File: src/rtl/mips_defs.sv
// Shared encodings for the multi-cycle MIPS control path: FSM states, instruction
// fields, ALU operation codes and datapath mux selects.
package mips_defs;

    typedef enum logic [3:0] {
        ST_IDLE     = 4'd0,
        ST_FETCH    = 4'd1,
        ST_DECODE   = 4'd2,
        ST_MEM_ADDR = 4'd3,
        ST_MEM_RD   = 4'd4,
        ST_MEM_WB   = 4'd5,
        ST_MEM_WR   = 4'd6,
        ST_R_EXEC   = 4'd7,
        ST_R_WB     = 4'd8,
        ST_I_EXEC   = 4'd9,
        ST_I_WB     = 4'd10,
        ST_BRANCH   = 4'd11,
        ST_JUMP     = 4'd12,
        ST_HALT     = 4'd13
    } state_e;

    localparam logic [5:0] OP_RTYPE = 6'h00;
    localparam logic [5:0] OP_J     = 6'h02;
    localparam logic [5:0] OP_BEQ   = 6'h04;
    localparam logic [5:0] OP_BNE   = 6'h05;
    localparam logic [5:0] OP_ADDI  = 6'h08;
    localparam logic [5:0] OP_ANDI  = 6'h0C;
    localparam logic [5:0] OP_ORI   = 6'h0D;
    localparam logic [5:0] OP_LW    = 6'h23;
    localparam logic [5:0] OP_SW    = 6'h2B;

    localparam logic [5:0] FN_ADD = 6'h20;
    localparam logic [5:0] FN_SUB = 6'h22;
    localparam logic [5:0] FN_AND = 6'h24;
    localparam logic [5:0] FN_OR  = 6'h25;
    localparam logic [5:0] FN_SLT = 6'h2A;

    localparam logic [3:0] ALU_AND = 4'd0;
    localparam logic [3:0] ALU_OR  = 4'd1;
    localparam logic [3:0] ALU_ADD = 4'd2;
    localparam logic [3:0] ALU_SUB = 4'd6;
    localparam logic [3:0] ALU_SLT = 4'd7;

    localparam logic [1:0] SRCB_B       = 2'd0;
    localparam logic [1:0] SRCB_FOUR    = 2'd1;
    localparam logic [1:0] SRCB_IMM     = 2'd2;
    localparam logic [1:0] SRCB_IMM_SH2 = 2'd3;

    localparam logic [1:0] PCSRC_ALU    = 2'd0;
    localparam logic [1:0] PCSRC_ALUOUT = 2'd1;
    localparam logic [1:0] PCSRC_JUMP   = 2'd2;

    // True in the last cycle of every legal instruction; memory stores finish
    // only when the memory accepts the write.
    function automatic logic completes(input state_e st, input logic mem_ready);
        case (st)
            ST_MEM_WB, ST_R_WB, ST_I_WB, ST_BRANCH, ST_JUMP: completes = 1'b1;
            ST_MEM_WR:                                     completes = mem_ready;
            default:                                       completes = 1'b0;
        endcase
    endfunction

endpackage

File: src/rtl/mc_alu_decode.sv
// Combinational instruction classifier: picks the execute-stage ALU operation
// from opcode/funct and flags encodings the control FSM cannot execute.
module mc_alu_decode
    import mips_defs::*;
(
    input  logic [5:0] i_opcode,
    input  logic [5:0] i_funct,
    output logic [3:0] o_alu_ctl,
    output logic       o_legal
);

    always_comb begin
        o_alu_ctl = ALU_ADD;
        o_legal   = 1'b1;
        case (i_opcode)
            OP_RTYPE: begin
                case (i_funct)
                    FN_ADD:  o_alu_ctl = ALU_ADD;
                    FN_SUB:  o_alu_ctl = ALU_SUB;
                    FN_AND:  o_alu_ctl = ALU_AND;
                    FN_OR:   o_alu_ctl = ALU_OR;
                    FN_SLT:  o_alu_ctl = ALU_SLT;
                    default: o_legal   = 1'b0;
                endcase
            end
            OP_LW, OP_SW, OP_ADDI: o_alu_ctl = ALU_ADD;
            OP_ANDI:               o_alu_ctl = ALU_AND;
            OP_ORI:                o_alu_ctl = ALU_OR;
            OP_BEQ, OP_BNE:        o_alu_ctl = ALU_SUB;
            OP_J:                  o_alu_ctl = ALU_ADD;
            default:               o_legal   = 1'b0;
        endcase
    end

endmodule

File: src/rtl/mc_control.sv
// Multi-cycle MIPS control FSM: sequences fetch, decode, execute, memory and
// write-back steps, drives all datapath strobes and counts retired instructions.
module mc_control
    import mips_defs::*;
#(
    parameter bit HALT_ON_ILLEGAL = 1'b1,
    parameter int CNT_W           = 32
) (
    input  logic             clk,
    input  logic             rst_n,
    input  logic [5:0]       opcode,
    input  logic [5:0]       funct,
    input  logic [4:0]       rt,
    input  logic [4:0]       rd,
    input  logic             zero,
    input  logic             mem_ready,
    output logic             mem_read,
    output logic             mem_write,
    output logic             i_or_d,
    output logic             ir_write,
    output logic             pc_write,
    output logic [1:0]       pc_source,
    output logic             alu_src_a,
    output logic [1:0]       alu_src_b,
    output logic [3:0]       alu_ctl,
    output logic             reg_dst,
    output logic             mem_to_reg,
    output logic             reg_write,
    output logic             illegal,
    output logic             halted,
    output logic [CNT_W-1:0] retired,
    output logic [3:0]       o_dbg_state
);

    // Memory handshake: mem_read/mem_write is a request held constant by the
    // FSM until the cycle in which mem_ready=1; that cycle completes the access.

    state_e           r_state;
    state_e           w_next;
    logic [CNT_W-1:0] r_retired;
    logic [3:0]       w_alu_ctl;
    logic             w_legal;
    logic             w_retire;

    mc_alu_decode u_alu_decode (
        .i_opcode  (opcode),
        .i_funct   (funct),
        .o_alu_ctl (w_alu_ctl),
        .o_legal   (w_legal)
    );

    always_ff @(posedge clk or negedge rst_n) begin
        if (!rst_n) begin
            r_state <= ST_IDLE;
        end else begin
            r_state <= w_next;
        end
    end

    always_comb begin
        w_next = r_state;
        case (r_state)
            ST_IDLE:  w_next = ST_FETCH;
            ST_FETCH: if (mem_ready) w_next = ST_DECODE;
            ST_DECODE: begin
                if (!w_legal) begin
                    w_next = HALT_ON_ILLEGAL ? ST_HALT : ST_FETCH;
                end else begin
                    case (opcode)
                        OP_RTYPE:                w_next = ST_R_EXEC;
                        OP_LW, OP_SW:            w_next = ST_MEM_ADDR;
                        OP_ADDI, OP_ANDI, OP_ORI: w_next = ST_I_EXEC;
                        OP_BEQ, OP_BNE:          w_next = ST_BRANCH;
                        OP_J:                    w_next = ST_JUMP;
                        default:                 w_next = ST_HALT;
                    endcase
                end
            end
            ST_MEM_ADDR: w_next = (opcode == OP_LW) ? ST_MEM_RD : ST_MEM_WR;
            ST_MEM_RD:   if (mem_ready) w_next = ST_MEM_WB;
            ST_MEM_WR:   if (mem_ready) w_next = ST_FETCH;
            ST_MEM_WB:   w_next = ST_FETCH;
            ST_R_EXEC:   w_next = ST_R_WB;
            ST_R_WB:     w_next = ST_FETCH;
            ST_I_EXEC:   w_next = ST_I_WB;
            ST_I_WB:     w_next = ST_FETCH;
            ST_BRANCH:   w_next = ST_FETCH;
            ST_JUMP:     w_next = ST_FETCH;
            ST_HALT:     w_next = ST_HALT;
            default:     w_next = ST_IDLE;
        endcase
    end

    always_comb begin
        mem_read   = 1'b0;
        mem_write  = 1'b0;
        i_or_d     = 1'b0;
        ir_write   = 1'b0;
        pc_write   = 1'b0;
        pc_source  = PCSRC_ALU;
        alu_src_a  = 1'b0;
        alu_src_b  = SRCB_B;
        alu_ctl    = ALU_AND;
        reg_dst    = 1'b0;
        mem_to_reg = 1'b0;
        reg_write  = 1'b0;
        illegal    = 1'b0;
        halted     = 1'b0;
        case (r_state)
            ST_FETCH: begin
                mem_read  = 1'b1;
                alu_src_b = SRCB_FOUR;
                alu_ctl   = ALU_ADD;
                pc_source = PCSRC_ALU;
                ir_write  = mem_ready;
                pc_write  = mem_ready;
            end
            ST_DECODE: begin
                alu_src_b = SRCB_IMM_SH2;
                alu_ctl   = ALU_ADD;
                illegal   = !w_legal;
            end
            ST_MEM_ADDR: begin
                alu_src_a = 1'b1;
                alu_src_b = SRCB_IMM;
                alu_ctl   = ALU_ADD;
            end
            ST_MEM_RD: begin
                mem_read = 1'b1;
                i_or_d   = 1'b1;
            end
            ST_MEM_WR: begin
                mem_write = 1'b1;
                i_or_d    = 1'b1;
            end
            // Writes aimed at $0 are dropped here; the instruction still retires.
            ST_MEM_WB: begin
                mem_to_reg = 1'b1;
                reg_write  = (rt != 5'd0);
            end
            ST_R_EXEC: begin
                alu_src_a = 1'b1;
                alu_src_b = SRCB_B;
                alu_ctl   = w_alu_ctl;
            end
            ST_R_WB: begin
                reg_dst   = 1'b1;
                reg_write = (rd != 5'd0);
            end
            ST_I_EXEC: begin
                alu_src_a = 1'b1;
                alu_src_b = SRCB_IMM;
                alu_ctl   = w_alu_ctl;
            end
            ST_I_WB:   reg_write = (rt != 5'd0);
            ST_BRANCH: begin
                alu_src_a = 1'b1;
                alu_src_b = SRCB_B;
                alu_ctl   = ALU_SUB;
                pc_source = PCSRC_ALUOUT;
                pc_write  = (opcode == OP_BNE) ? !zero : zero;
            end
            ST_JUMP: begin
                pc_source = PCSRC_JUMP;
                pc_write  = 1'b1;
            end
            ST_HALT: halted = 1'b1;
            default: ;
        endcase
    end

    assign w_retire = completes(r_state, mem_ready);

    always_ff @(posedge clk or negedge rst_n) begin
        if (!rst_n) begin
            r_retired <= '0;
        end else if (w_retire) begin
            r_retired <= r_retired + {{(CNT_W-1){1'b0}}, 1'b1};
        end
    end

    assign retired     = r_retired;
    assign o_dbg_state = r_state;

endmodule

File: config.mk
export PLATFORM = sky130hd
export DESIGN_NAME = mc_control
export DESIGN_NICKNAME = d
export VERILOG_FILES = /design/src/rtl/mips_defs.sv /design/src/rtl/mc_alu_decode.sv /design/src/rtl/mc_control.sv
export SDC_FILE = /design/constraint.sdc
export NUM_CORES = 1
export LEC_CHECK = 0
export ABC_AREA = 1
export BUFFER_PORTS_ARGS = -buffer_cell sky130_fd_sc_hd__clkbuf_2
export CAP_MARGIN = 20
export CORE_UTILIZATION = 53
export DETAILED_ROUTE_END_ITERATION = 6
export GPL_ROUTABILITY_DRIVEN = 0
export HOLD_SLACK_MARGIN = 0.02
export PLACE_DENSITY_LB_ADDON = 0.15
export SETUP_SLACK_MARGIN = 0.2
export SYNTH_ARGS = -nofsm -noshare
export SYNTH_HDL_FRONTEND = slang
export SYNTH_SLANG_ARGS = --single-unit
File: constraint.sdc
create_clock -name clk -period 1.7 [get_ports clk]
set_input_delay 0 -clock clk [delete_from_list [all_inputs] [get_ports clk]]
set_output_delay 0 -clock clk [all_outputs]
set_load 0.01 [all_outputs]
==> impl_table.tex <==
\begin{tabular}{lr}
\hline
Metric & Value \\
\hline
\multicolumn{2}{l}{\textbf{Timing}} \\
Peak Freq & 0.599 GHz \\
Worst Skew & 4.32 ps \\
Number of endpoints failing setup at the final stage & 0 \\
Unrepaired setup endpoints after global routing & yes \\
Final Slew Violations & 0 \\
Share of the clock period used by the worst path & 98.3\% \\
Count of endpoints failing hold in the final timing report & 0 \\
Minimum clock period after layout & between 1500 and 2000 ps \\
Hold slack & about 69 ps \\
\multicolumn{2}{l}{\textbf{Yosys}} \\
Area of the mapped netlist & between 2000 and 3000 sq um \\
Number of synthesized flops with an enable pin & 0 \\
Area share of the leading cell type in the synthesized netlist & around 32\% \\
Dominant cells by area after synthesis & sky130\_fd\_sc\_hd\_\_dfrtp\_1, sky130\_fd\_sc\_hd\_\_nand2\_1, sky130\_fd\_sc\_hd\_\_nor2\_1 \\
Count of unique library cells instantiated by Yosys & 33 \\
Sequential area share after synthesis & 32.3\% \\
Leading post-synthesis cells by instance count & sky130\_fd\_sc\_hd\_\_nand2\_1, sky130\_fd\_sc\_hd\_\_nor2\_1, sky130\_fd\_sc\_hd\_\_inv\_1, sky130\_fd\_sc\_hd\_\_dfrtp\_1, sky130\_fd\_sc\_hd\_\_nand3\_1 \\
Synthesized area divided by synthesized cell count & slightly above 6 sq um \\
Leading cell type by number of instances after synthesis & sky130\_fd\_sc\_hd\_\_nand2\_1 \\
Synth Register Bits & 36 \\
Number of instances in the synthesized netlist & 458 \\
Flip-flop cell with the highest count after synthesis & sky130\_fd\_sc\_hd\_\_dfrtp\_1 \\
Share of flip-flops with an asynchronous set or reset & between 90\% and 100\% \\
Net Count, Synth & 485 \\
Top cell type by total area after synthesis & sky130\_fd\_sc\_hd\_\_dfrtp\_1 \\
Yosys warning count & 0 \\
\multicolumn{2}{l}{\textbf{Routing}} \\
Number of detailed-routing iterations run before antenna repair & 6 \\
Residual DRC count & 0 \\
Total Wirelength & 8680 um \\
Vias after detailed routing & roughly 3400 \\
Drt via density & 5.36 \\
Final routed wire length divided by cell count & 13.7 um \\
Initial DRC count & 261 \\
DRT antenna net count & 0 \\
\multicolumn{2}{l}{\textbf{Worst setup path}} \\
Setup slack of the most critical reg-to-reg path & 90 ps \\
Type of the setup path with the least slack & register to primary output \\
Endpoint of the lowest-slack register-to-register path & o\_dbg\_state[1] \\
Critical path fanouts, max & 5 \\
Launch point of the worst path & o\_dbg\_state[2] \\
Worst Reg-to-Reg Cells & 10 \\
Worst r2r src & o\_dbg\_state[3] \\
CP Capture Type & primary output \\
Worst setup path endpoint & alu\_ctl[2] \\
Required time of the critical path & 1700 ps \\
Signal arrival time at the worst endpoint & 1670 ps \\
Kind of start point of the critical path & register \\
\multicolumn{2}{l}{\textbf{Clock tree}} \\
Clock tree from TritonCTS & done \\
Clock buffer count from CTS & 5 \\
Clk root buf & sky130\_fd\_sc\_hd\_\_clkbuf\_8 \\
Number of sinks on the clock net & 36 \\
Depth of the CTS H-tree & 2 \\
Number of buffers on the longest clock path & 2 \\
CTS clk-pin slew, worst paths & approximately 70 ps \\
Clock latency on the worst-skew pair & 290 ps \\
\multicolumn{2}{l}{\textbf{Power}} \\
Sum of internal, switching and leakage power & 1.53 mW \\
Worst VDD drop & 0.348 mV \\
PwrDens & 411 nW/um\^{}2 \\
Reported leakage power & 1.96 nW \\
\multicolumn{2}{l}{\textbf{Floorplan}} \\
Starting utilization of the core area & 55.0\% \\
Core Rows & 26 \\
Horizontal die dimension & 74.6 um \\
Die Area & 5560 sq um \\
Die outline height & 74.6 um \\
Core box area & 5070 sq um \\
\# IOs & 81 \\
\multicolumn{2}{l}{\textbf{Run status}} \\
Result of the run & finished clean \\
\multicolumn{2}{l}{\textbf{Global routing}} \\
Largest net degree at the start of global routing & 26 \\
Remaining global-route overflow & 0 \\
Global-route wire length before repair & 13200 um \\
Initial antenna violation count & 0 \\
Via count of the first global-routing pass & 2937 \\
Global Route Usage Sum & between 30\% and 40\% \\
\multicolumn{2}{l}{\textbf{Min path}} \\
Path class of the lowest-slack min-delay path & input pin to asynchronous set/reset pin \\
\multicolumn{2}{l}{\textbf{Placed design}} \\
PortBufs & 79 \\
Post-DP HPWL & approximately 6300 um \\
\multicolumn{2}{l}{\textbf{Layout}} \\
Antenna diode count & 0 \\
Synth-to-layout area growth & 33.6\% \\
Final Net Count & 590 \\
Fraction of layout instances using a drive strength above 1 & 30.2\% \\
\multicolumn{2}{l}{\textbf{Flow run}} \\
Number of max-capacitance violations reported & 0 \\
\hline
\end{tabular}
## worst max-delay path, cell delays in order, from the launching register on
cell and delay, ps:
sky130_fd_sc_hd__dfrtp_1 430, sky130_fd_sc_hd__inv_2 140, sky130_fd_sc_hd__nand2_4 90, sky130_fd_sc_hd__nor2_1 130, sky130_fd_sc_hd__inv_1 80, sky130_fd_sc_hd__o21ai_2 60
sky130_fd_sc_hd__buf_6 120, sky130_fd_sc_hd__nor2_2 40, sky130_fd_sc_hd__a31oi_1 130, sky130_fd_sc_hd__buf_2 150
## area by class of cell
class	count	area (sq um)
flip-flops and latches	36	908
clock buffers	6	72.6
fillers	434	1350
inverters	52	203
clock inverters	1	5.00
well taps	70	87.6
multi-input cells	364	1820
repair buffers	104	634
## how the worst min path moves through the flow
stage,start,end,slack (ps),depth (start not counted)
final,rst_n,retired[2],70,2
after global routing,rst_n,retired[1],100,2
after CTS,rst_n,retired[1],70,2
after detailed placement,rst_n,retired[2],-160,1
after global placement,rst_n,retired[2],-160,1
after floorplan,rst_n,o_dbg_state[0],-300,0
## metrics by stage
step / setup WS [ps] / util (%) / setup TNS [ps] / cell area (sq um) / std cells
2_1_floorplan: 210 / - / 0 / 2790 / 458
3_3_place_gp: 53.5 / 65.3 / 0 / 3310 / 612
3_5_place_dp: 41.2 / 65.3 / 0 / 3310 / 612
4_1_cts: 97.9 / 70.3 / 0 / 3570 / 630
5_1_grt: -72.4 / 73.4 / -140 / 3730 / 633
6_report: 29.6 / 73.4 / 0 / 3730 / 633
## registers in the layout, indices dropped and copies added (netlist names)
signal and flops:
retired 32, o_dbg_state 4
## layout by cell type (no fill, tap or decap), types with 2 or more instances in the layout
cell / instances
sky130_fd_sc_hd__nand2_1: 175
sky130_fd_sc_hd__clkbuf_2: 70
sky130_fd_sc_hd__nor2_1: 58
sky130_fd_sc_hd__inv_1: 43
sky130_fd_sc_hd__dfrtp_1: 30
sky130_fd_sc_hd__nand3_1: 20
sky130_fd_sc_hd__buf_4: 17
sky130_fd_sc_hd__xor2_1: 13
sky130_fd_sc_hd__o21ai_1: 11
sky130_fd_sc_hd__nor2_2: 11
sky130_fd_sc_hd__nand3b_1: 10
sky130_fd_sc_hd__o21ai_0: 9
sky130_fd_sc_hd__nor3_2: 9
sky130_fd_sc_hd__inv_2: 8
sky130_fd_sc_hd__nor2_4: 8
sky130_fd_sc_hd__buf_2: 8
sky130_fd_sc_hd__nand4_1: 6
sky130_fd_sc_hd__dfrtp_2: 6
sky130_fd_sc_hd__nand2_2: 5
sky130_fd_sc_hd__clkbuf_8: 5
sky130_fd_sc_hd__buf_6: 5
sky130_fd_sc_hd__nand2_4: 4
sky130_fd_sc_hd__nor3_1: 4
sky130_fd_sc_hd__o21ai_2: 3
sky130_fd_sc_hd__a21oi_1: 2
sky130_fd_sc_hd__or2_2: 2
sky130_fd_sc_hd__o41ai_1: 2
sky130_fd_sc_hd__dlygate4sd3_1: 2
sky130_fd_sc_hd__buf_12: 2
## power breakdown
group | internal, mW | switching, mW | total [mW] | leakage (nW)
sequential | 0.856 | 0 | 0.856 | 0.461
combinational | 0.0379 | 0.0574 | 0.0953 | 1.46
clock | 0.279 | 0.304 | 0.582 | 0.0410
total | 1.17 | 0.361 | 1.53 | 1.96
## cells by family (layout without fill, tap and decap cells)
kind of cell | Yosys count | after routing | synth area share (%)
flip-flops | 36 | 36 | 32.3
buffers and inverters | 58 | 163 | 9.01
XOR/XNOR | 13 | 13 | 4.08
other | 1 | 1 | 0.134
AO/OA/AOI/OAI | 35 | 35 | 7.13
AND/OR/NAND/NOR | 314 | 314 | 46.9
adder cells (fa/ha/maj) | 1 | 1 | 0.448
## layer usage
metal | wire (um) | GRT usage, % | up-vias
li1 | - | - | 1645
met1 | 3570 | 40.4 | 1540
met2 | 4280 | 52.2 | 171
met3 | 572 | 5.01 | 34
met4 | 267 | 10.3 | 0
met5 | 0 | 0 | -
## timing repair
action / CTS / global route
buffers inserted: 9 / 3
pin swaps: 6 / 9
endpoints found under the setup margin: 42 / 45
hold buffers: 2 / 0
hold endpoints to repair: 37 / 0
resized for setup: 34 / 51
Power figures use the tool's default switching activity.
